--- src/rtl/dmem_arbiter_pkg.sv ---
// Shared types for the data-memory arbiter: bus width, access size,
// arbiter state encoding and the per-port request bundle.
package dmem_arbiter_pkg;

    typedef logic [31:0] DATA_BUS;

    typedef enum logic [1:0] {
        BF_BYTE = 2'd0,
        BF_HALF = 2'd1,
        BF_WORD = 2'd2,
        BF_RSVD = 2'd3
    } byte_format;

    typedef enum logic {
        IDLE = 1'b0,
        BUSY = 1'b1
    } arb_state_t;

    typedef struct packed {
        DATA_BUS    addr;
        logic       we;
        DATA_BUS    wdata;
        byte_format bsel;
        logic       sext;
    } MEM_REQ;

    // Bundle one port's loose request fields into a single bus
    function automatic MEM_REQ pack_req(input DATA_BUS    a,
                                        input logic       we,
                                        input DATA_BUS    wd,
                                        input byte_format bs,
                                        input logic       se);
        MEM_REQ r;
        r.addr  = a;
        r.we    = we;
        r.wdata = wd;
        r.bsel  = bs;
        r.sext  = se;
        return r;
    endfunction

endpackage

--- src/rtl/dmem_arbiter_rr_pick2.sv ---
// Two-way round-robin picker. Port 1 may keep the grant while the caller
// reports its burst lock as still within budget; otherwise the port that
// did not win last time is preferred.
module rr_pick2 (
    input  logic [1:0] i_valid,
    input  logic       i_last_grant,
    input  logic       i_lock_ok,
    output logic [1:0] o_grant
);

    // One-hot grant from valid set, last winner and lock permission
    always_comb begin
        o_grant = '0;
        case (i_valid)
            2'b01:   o_grant = 2'b01;
            2'b10:   o_grant = 2'b10;
            2'b11: begin
                if (i_last_grant && i_lock_ok)
                    o_grant = 2'b10;
                else if (i_last_grant)
                    o_grant = 2'b01;
                else
                    o_grant = 2'b10;
            end
            default: o_grant = '0;
        endcase
    end

endmodule

--- src/rtl/dmem_arbiter.sv ---
// Data-memory arbiter: shares DATA_MEMORY between the CPU load/store path
// (port 0) and the loader/debug port (port 1). One transaction in flight,
// fixed read latency MEM_LAT, response routed back to the winning port.
module dmem_arbiter
    import dmem_arbiter_pkg::*;
#(
    parameter int unsigned MEM_LAT  = 1,
    parameter int unsigned MAX_LOCK = 8
) (
    input  logic       clk,
    input  logic       rst,
    input  logic [1:0] req_valid,
    output logic [1:0] req_ready,
    input  DATA_BUS    req_addr0,
    input  DATA_BUS    req_addr1,
    input  logic [1:0] req_we,
    input  DATA_BUS    req_wdata0,
    input  DATA_BUS    req_wdata1,
    input  byte_format req_bsel0,
    input  byte_format req_bsel1,
    input  logic [1:0] req_sext,
    input  logic       lock1,
    output logic [1:0] rsp_valid,
    output DATA_BUS    rsp_rdata,
    output DATA_BUS    mem_a,
    output logic       mem_we,
    output DATA_BUS    mem_wd,
    output byte_format mem_bsel,
    output logic       mem_sext,
    input  DATA_BUS    mem_rd
);

    localparam int CW = $clog2(MEM_LAT + 1);
    localparam int LW = $clog2(MAX_LOCK + 1);

    arb_state_t      r_state;
    logic [CW-1:0]   r_cnt;
    logic            r_last_grant;
    logic [LW-1:0]   r_lock_cnt;
    MEM_REQ          r_hold;

    MEM_REQ          w_req0;
    MEM_REQ          w_req1;
    MEM_REQ          w_sel_req;
    MEM_REQ          w_bus;
    logic            w_resp;
    logic            w_sel_ok;
    logic            w_lock_ok;
    logic [1:0]      w_pick;
    logic            w_acc;
    logic            w_acc_port;

    assign w_req0 = pack_req(req_addr0, req_we[0], req_wdata0, req_bsel0, req_sext[0]);
    assign w_req1 = pack_req(req_addr1, req_we[1], req_wdata1, req_bsel1, req_sext[1]);

    // Response cycle is the last BUSY cycle; a new pick may overlap it
    assign w_resp    = (r_state == BUSY) && (r_cnt == CW'(1));
    assign w_sel_ok  = !rst && ((r_state == IDLE) || w_resp);
    assign w_lock_ok = lock1 && req_valid[1] && (r_lock_cnt < LW'(MAX_LOCK));

    rr_pick2 u_pick (
        .i_valid      (req_valid),
        .i_last_grant (r_last_grant),
        .i_lock_ok    (w_lock_ok),
        .o_grant      (w_pick)
    );

    assign req_ready  = w_sel_ok ? w_pick : 2'b00;
    assign w_acc      = |req_ready;
    assign w_acc_port = req_ready[1];
    assign w_sel_req  = w_acc_port ? w_req1 : w_req0;

    // Accepting cycle drives the new request straight through; afterwards
    // the held copy keeps the memory inputs stable until the response.
    assign w_bus    = w_acc ? w_sel_req : r_hold;
    assign mem_a    = w_bus.addr;
    assign mem_wd   = w_bus.wdata;
    assign mem_bsel = w_bus.bsel;
    assign mem_sext = w_bus.sext;
    assign mem_we   = w_acc && w_sel_req.we;

    // last_grant always names the in-flight transaction's port
    assign rsp_valid = w_resp ? {r_last_grant, ~r_last_grant} : 2'b00;
    assign rsp_rdata = (w_resp && !r_hold.we) ? mem_rd : '0;

    // Transaction FSM: accept, count the memory latency, release
    always_ff @(posedge clk or posedge rst) begin
        if (rst) begin
            r_state      <= IDLE;
            r_cnt        <= '0;
            r_last_grant <= 1'b1;
            r_hold       <= '0;
        end else if (w_acc) begin
            r_state      <= BUSY;
            r_cnt        <= CW'(MEM_LAT);
            r_last_grant <= w_acc_port;
            r_hold       <= w_sel_req;
        end else if (r_state == BUSY) begin
            if (r_cnt == CW'(1)) begin
                r_state <= IDLE;
                r_cnt   <= '0;
            end else begin
                r_cnt   <= r_cnt - CW'(1);
            end
        end
    end

    // Burst budget for port 1 while port 0 is kept waiting
    always_ff @(posedge clk or posedge rst) begin
        if (rst) begin
            r_lock_cnt <= '0;
        end else if (!lock1 || (w_acc && !w_acc_port)) begin
            r_lock_cnt <= '0;
        end else if (w_acc && w_acc_port && req_valid[0] &&
                     (r_lock_cnt < LW'(MAX_LOCK))) begin
            r_lock_cnt <= r_lock_cnt + LW'(1);
        end
    end

endmodule

--- config.mk ---
export PLATFORM = sky130hd
export DESIGN_NAME = dmem_arbiter
export DESIGN_NICKNAME = d
export VERILOG_FILES = /design/src/rtl/dmem_arbiter_pkg.sv /design/src/rtl/dmem_arbiter_rr_pick2.sv /design/src/rtl/dmem_arbiter.sv
export SDC_FILE = /design/constraint.sdc
export NUM_CORES = 1
export LEC_CHECK = 0
export CAP_MARGIN = 20
export CORE_ASPECT_RATIO = 1.75
export CORE_MARGIN = 4
export CORE_UTILIZATION = 31
export DETAILED_ROUTE_END_ITERATION = 10
export HOLD_SLACK_MARGIN = 0.15
export PLACE_DENSITY = 0.83
export RECOVER_POWER = 100
export SLEW_MARGIN = 20
export SYNTH_ARGS = -nofsm -noshare
export SYNTH_HDL_FRONTEND = slang
export SYNTH_SLANG_ARGS = --single-unit
--- constraint.sdc ---
create_clock -name clk -period 4.2 [get_ports clk]
set_input_delay 0.84 -clock clk [delete_from_list [all_inputs] [get_ports clk]]
set_output_delay 0.84 -clock clk [all_outputs]
set_load 0.005 [all_outputs]
# Yosys cells after proc, flatten, opt, wreduce, memory -nomap -nowiden
# Index checks and enable logic that the tools add are counted.
# word_totals
inputBits	173
out_inout_bits	104
word_cells	53
ff_bits	75
# classes
add_sub_neg	2
muxes	16
n_lt_le_gt_ge	1
reduce_logical	20
n_eq_ne	3
n_bitwise	2
# ops
op	n
2-to-1 mux 68 bit	2
2-to-1 mux 32 bit	1
logical AND 1 bit	11
2-to-1 mux 2 bit	4
2-to-1 mux 4 bit	2
2-to-1 mux 1 bit	6
one-hot mux 2 bit (3 select lines)	1
adder 4 x 1 -> 4 bit, second input constant	1
equality test 2 bit, second input constant	2
logical NOT 1 bit	4
less-than comparator 4 bit, second input constant	1
nonzero test 2 bit	2
equality test 2 x 1 -> 1 bit, second input constant	1
logical OR 1 bit	2
NOT 1 bit	2
OR reduction 2 bit	1
subtractor 1 bit, second input constant	1

# Logic depth before layout (Yosys ltp)
# logic_depth
word_depth	12
depth_mapped	6
ltp_nobuf	5

# Modules after synthesis
# From an unflattened synthesis, not the netlist that was laid out.
# unflattened
hier_cells	488
area_unflattened_um2	4307.9
# modules_own_cells
mod	cells_per_inst	n_inst	area_each_um2	seq_area_each_um2
dmem_arbiter	484	1	4277.9	1878.1
rr_pick2	4	1	30.0	0.0

# Worst setup path after synthesis
# Ideal clock, no wire load.
# synth_timing
path_kind	input to output
from	input port rst
to	output port mem_a[11]
slack_ns	-0.006
required_time_ns	3.360
path_stages	6
path_buffers	2
arrival_ns	3.366
cell_sequence	inv_1 -> and2_1 -> o21a_1 -> buf_6 -> buf_6 -> o221a_2
# synth_via
elab_chain_len	5
elab_cells_between_ends	6
cone_classes	mux (3); reduce/logical (3)
# synth_lines
item	line_no	rtl
start: declaration	dmem_arbiter.sv:11	input logic rst,
logical NOT 1 bit (no source line) (*)	--	
logical AND 1 bit (*)	dmem_arbiter.sv:58	assign w_sel_ok = !rst && ((r_state == IDLE) || w_resp);
2-to-1 mux 2 bit (*)	dmem_arbiter.sv:68	assign req_ready = w_sel_ok ? w_pick : 2'b00;
2-to-1 mux 68 bit or OR reduction 2 bit (tied branches)	dmem_arbiter.sv:71, dmem_arbiter.sv:69	
2-to-1 mux 68 bit (*)	dmem_arbiter.sv:75	assign w_bus = w_acc ? w_sel_req : r_hold;
end: declaration	dmem_arbiter.sv:25	output DATA_BUS mem_a,
# Every way passes the cells marked *; elsewhere a longest branch is shown, timed or not.

# Final worst setup path
# layout_timing
from	input port rst
to	output port mem_a[14]
# The elaborated chain is that of the path after synthesis.

==> insert_results.sql <==
INSERT INTO impl_metrics (metric_group, metric, value, unit) VALUES
('placed_design', 'gp_routability_congestion', '0.857', ''),
('run', 'cap_violations', '2', ''),
('routing', 'wl_per_cell', '19.5', 'µm'),
('floorplan', 'start_util', '0.317', ''),
('sta', 'max_frequency', '0.254', 'GHz'),
('synthesis', 'syn_avg_cell_area', '11.6', 'µm²'),
('placed_design', 'port-buffer-count', '276', ''),
('routing', 'first_iter_violations', '131', ''),
('layout', 'multi_input_comb_area', '1640', 'µm²'),
('synthesis', 'synth.net_count', '492', ''),
('clock_tree', 'post_cts_buffers', '0', ''),
('power_and_ir_drop', 'power-per-cell-area', '478', 'nW/µm²'),
('sta', 'drv_slew', '77', ''),
('status', 'failed_checks', 'capacitance limit, slew limit', ''),
('routing', 'ant_nets', '0', ''),
('global_route', 'initial_antenna_violation_count', '0', ''),
('setup_path', 'cell_chain_of_the_critical_path', 'dlygate4sd3_1 > and2b_1 > nand2_2 > buf_4 > or3_1 > o221a_2 > dlygate4sd3_1', ''),
('placed_design', 'place_inst', '708', ''),
('sta', 'finalHoldViolCount', '0', ''),
('floorplan', 'io-pin-count', '277', ''),
('sta', 'timing_worst_slew_pin_value', '2450', 'ps'),
('routing', 'via_count', '3872', ''),
('sta', 'grt_setup_unrepaired', 'false', ''),
('status', 'outcome', 'complete, but fails checks', ''),
('layout', 'area.sequential', '1880', 'µm²'),
('setup_path', 'worst_setup_path_start_kind', 'primary input', ''),
('synthesis', 'synth_top_cells_by_area', 'dfrtp_1 50%, o221a_2 21%, or3_1 12%', ''),
('clock_tree', 'holdBufCountCts', '0', ''),
('global_route', 'gr-max-usage-layer', 'met2', ''),
('global_route', 'use_met1', '0.212', ''),
('setup_path', 'worstSetupEndpointType', 'output port', ''),
('floorplan', 'die-width', '90.5', 'µm'),
('floorplan', 'core_area', '11600', 'µm²'),
('synthesis', 'synth_enable_flop_cells', '0', ''),
('power_and_ir_drop', 'total_power_consumption', '3.28', 'mW'),
('clock_tree', 'clkTransAtPathRegs', '60', 'ps'),
('placed_design', 'dpl_worst_slack', '401', 'ps'),
('synthesis', 'synth_top_area_frac', '0.501', ''),
('global_route', 'grt_start_max_net_pins', '47', ''),
('layout', 'share_of_final_layout_standard_cells_stronger_than_drive_strength_1', '0.165', ''),
('layout', 'fin_cells', '724', ''),
('synthesis', 'netlist_area', '3690', 'µm²'),
('setup_path', 'cp_slowest_cell', 'dlygate4sd3_1', ''),
('sta', 'tns', '0', 'ps'),
('power_and_ir_drop', 'max-vdd-ir-drop', '0.000230', 'V'),
('synthesis', 'post_synth_num_cell_types', '28', ''),
('clock_tree', 'cts-root-to-sink-buffers', '2', ''),
('synthesis', 'netlist.top_cell.by_area', 'dfrtp_1', ''),
('global_route', 'global_route.overflow_total', '0', ''),
('setup_path', 'timing.critical_path.required', '3360', 'ps'),
('clock_tree', 'insertion_delay_of_the_later_clocked_pin_in_the_worst_skew_pair', '330', 'ps'),
('synthesis', 'yosys.cell_count.top_type', 'dfrtp_1', ''),
('sta', 'slew_headroom', '-0.636', ''),
('setup_path', 'worst_ep_arrival_time', '3100', 'ps'),
('routing', 'drt_wl_total', '14100', 'µm'),
('sta', 'fin_worst_skew', '11.4', 'ps'),
('hold_path', 'hold_class', 'reg2reg', ''),
('setup_path', 'buffers_inverters_on_critical_path', '3', ''),
('synthesis', 'yosys_register_bits', '75', ''),
('setup_path', 'cp_slowest_stage_delay', '600', 'ps'),
('setup_path', 'crit-reg2reg-launch', 'r_cnt', ''),
('layout', 'syn_to_final_growth', '85.8', '%'),
('routing', 'firstDrtPassIters', '4', ''),
('setup_path', 'crit_type', 'in2out', ''),
('routing', 'route.detailed.drc', '0', ''),
('clock_tree', 'number_of_cts_inserted_buffers', '9', ''),
('setup_path', 'crit_path_start', 'rst', ''),
('hold_path', 'hold_path_startpoint', 'r_hold[44]', ''),
('floorplan', 'die_area', '13800', 'µm²'),
('placed_design', 'dp_hpwl', '10800', 'µm'),
('global_route', 'gr-usage-all-layers', '0.199', '');
[through the flow]
stage,utilization,cell area (µm²)
after detailed placement,0.563,6550
after floorplan,-,3700
after CTS,0.591,6880
final,0.589,6870
after global routing,0.589,6870
after global placement,0.563,6550
[metal layers]
metal / part of all wire / wire length (µm) / up-vias
li1: - / - / 1771
met4: 0.040 / 559 / 0
met5: 0 / 0 / -
met2: 0.52 / 7340 / 206
met3: 0.072 / 1020 / 43
met1: 0.37 / 5200 / 1852
[worst paths after layout]
check                                  end  slack (ps)  cells after the start
max in group asynchronous       r_hold[40]         800                      3
worst max register to register  r_hold[32]        2570                      5
worst min-delay path            r_hold[44]         550                      1
worst max-delay path             mem_a[14]         260                      7
min in group asynchronous            r_cnt        1670                      3
worst min register to register  r_hold[44]         550                      1
[worst register-to-register path, stage by stage, from the launching register on]
cell	delay, ps
dfrtp_1	400
nand2b_4	170
and2_0	180
o21a_2	140
buf_4	260
o221a_2	370
[registers in the layout (all words and copies together) (netlist names)]
register,flops
r_last_grant,1
r_cnt,1
r_state,1
r_lock_cnt,4
r_hold,68
[cell usage in the layout, fill, tap and decap left out, types with 2 or more instances in the layout]
| master | instances |
|---|---|
| nand2b_1 | 3 |
| and2_0 | 22 |
| dlygate4sd3_1 | 42 |
| and2_1 | 12 |
| clkbuf_1 | 4 |
| dfrtp_1 | 74 |
| a21oi_1 | 2 |
| o21ai_0 | 4 |
| inv_1 | 2 |
| nand2_2 | 2 |
| nand2_1 | 5 |
| and3_1 | 2 |
| clkdlybuf4s50_1 | 234 |
| or3_1 | 68 |
| clkbuf_16 | 9 |
| bufinv_16 | 2 |
| o221a_2 | 68 |
| nor2_1 | 5 |
| buf_4 | 8 |
| nand3_1 | 4 |
[cell families after synthesis]
group           count (synthesis)  share of synthesized area
buf+inv                        35                     0.0477
simple gates                  128                      0.212
flops                          75                      0.508
fa+ha+maj                       1                    0.00339
compound gates                 79                      0.229
[cell type report]
type,count,area share
well taps,135,0.0246
multi-input cells,208,0.239
repair buffers,287,0.413
clock inverters,5,0.0124
inverters,3,0.00182
clock buffers,11,0.0354
flip-flops and latches,75,0.274
[report_power, final]
group,internal (mW),switching (mW),total [mW]
logic,0.880,0.500,1.38
clock network,0.540,0.302,0.842
registers,0.967,0.0940,1.06
Power figures use the tool's default switching activity.
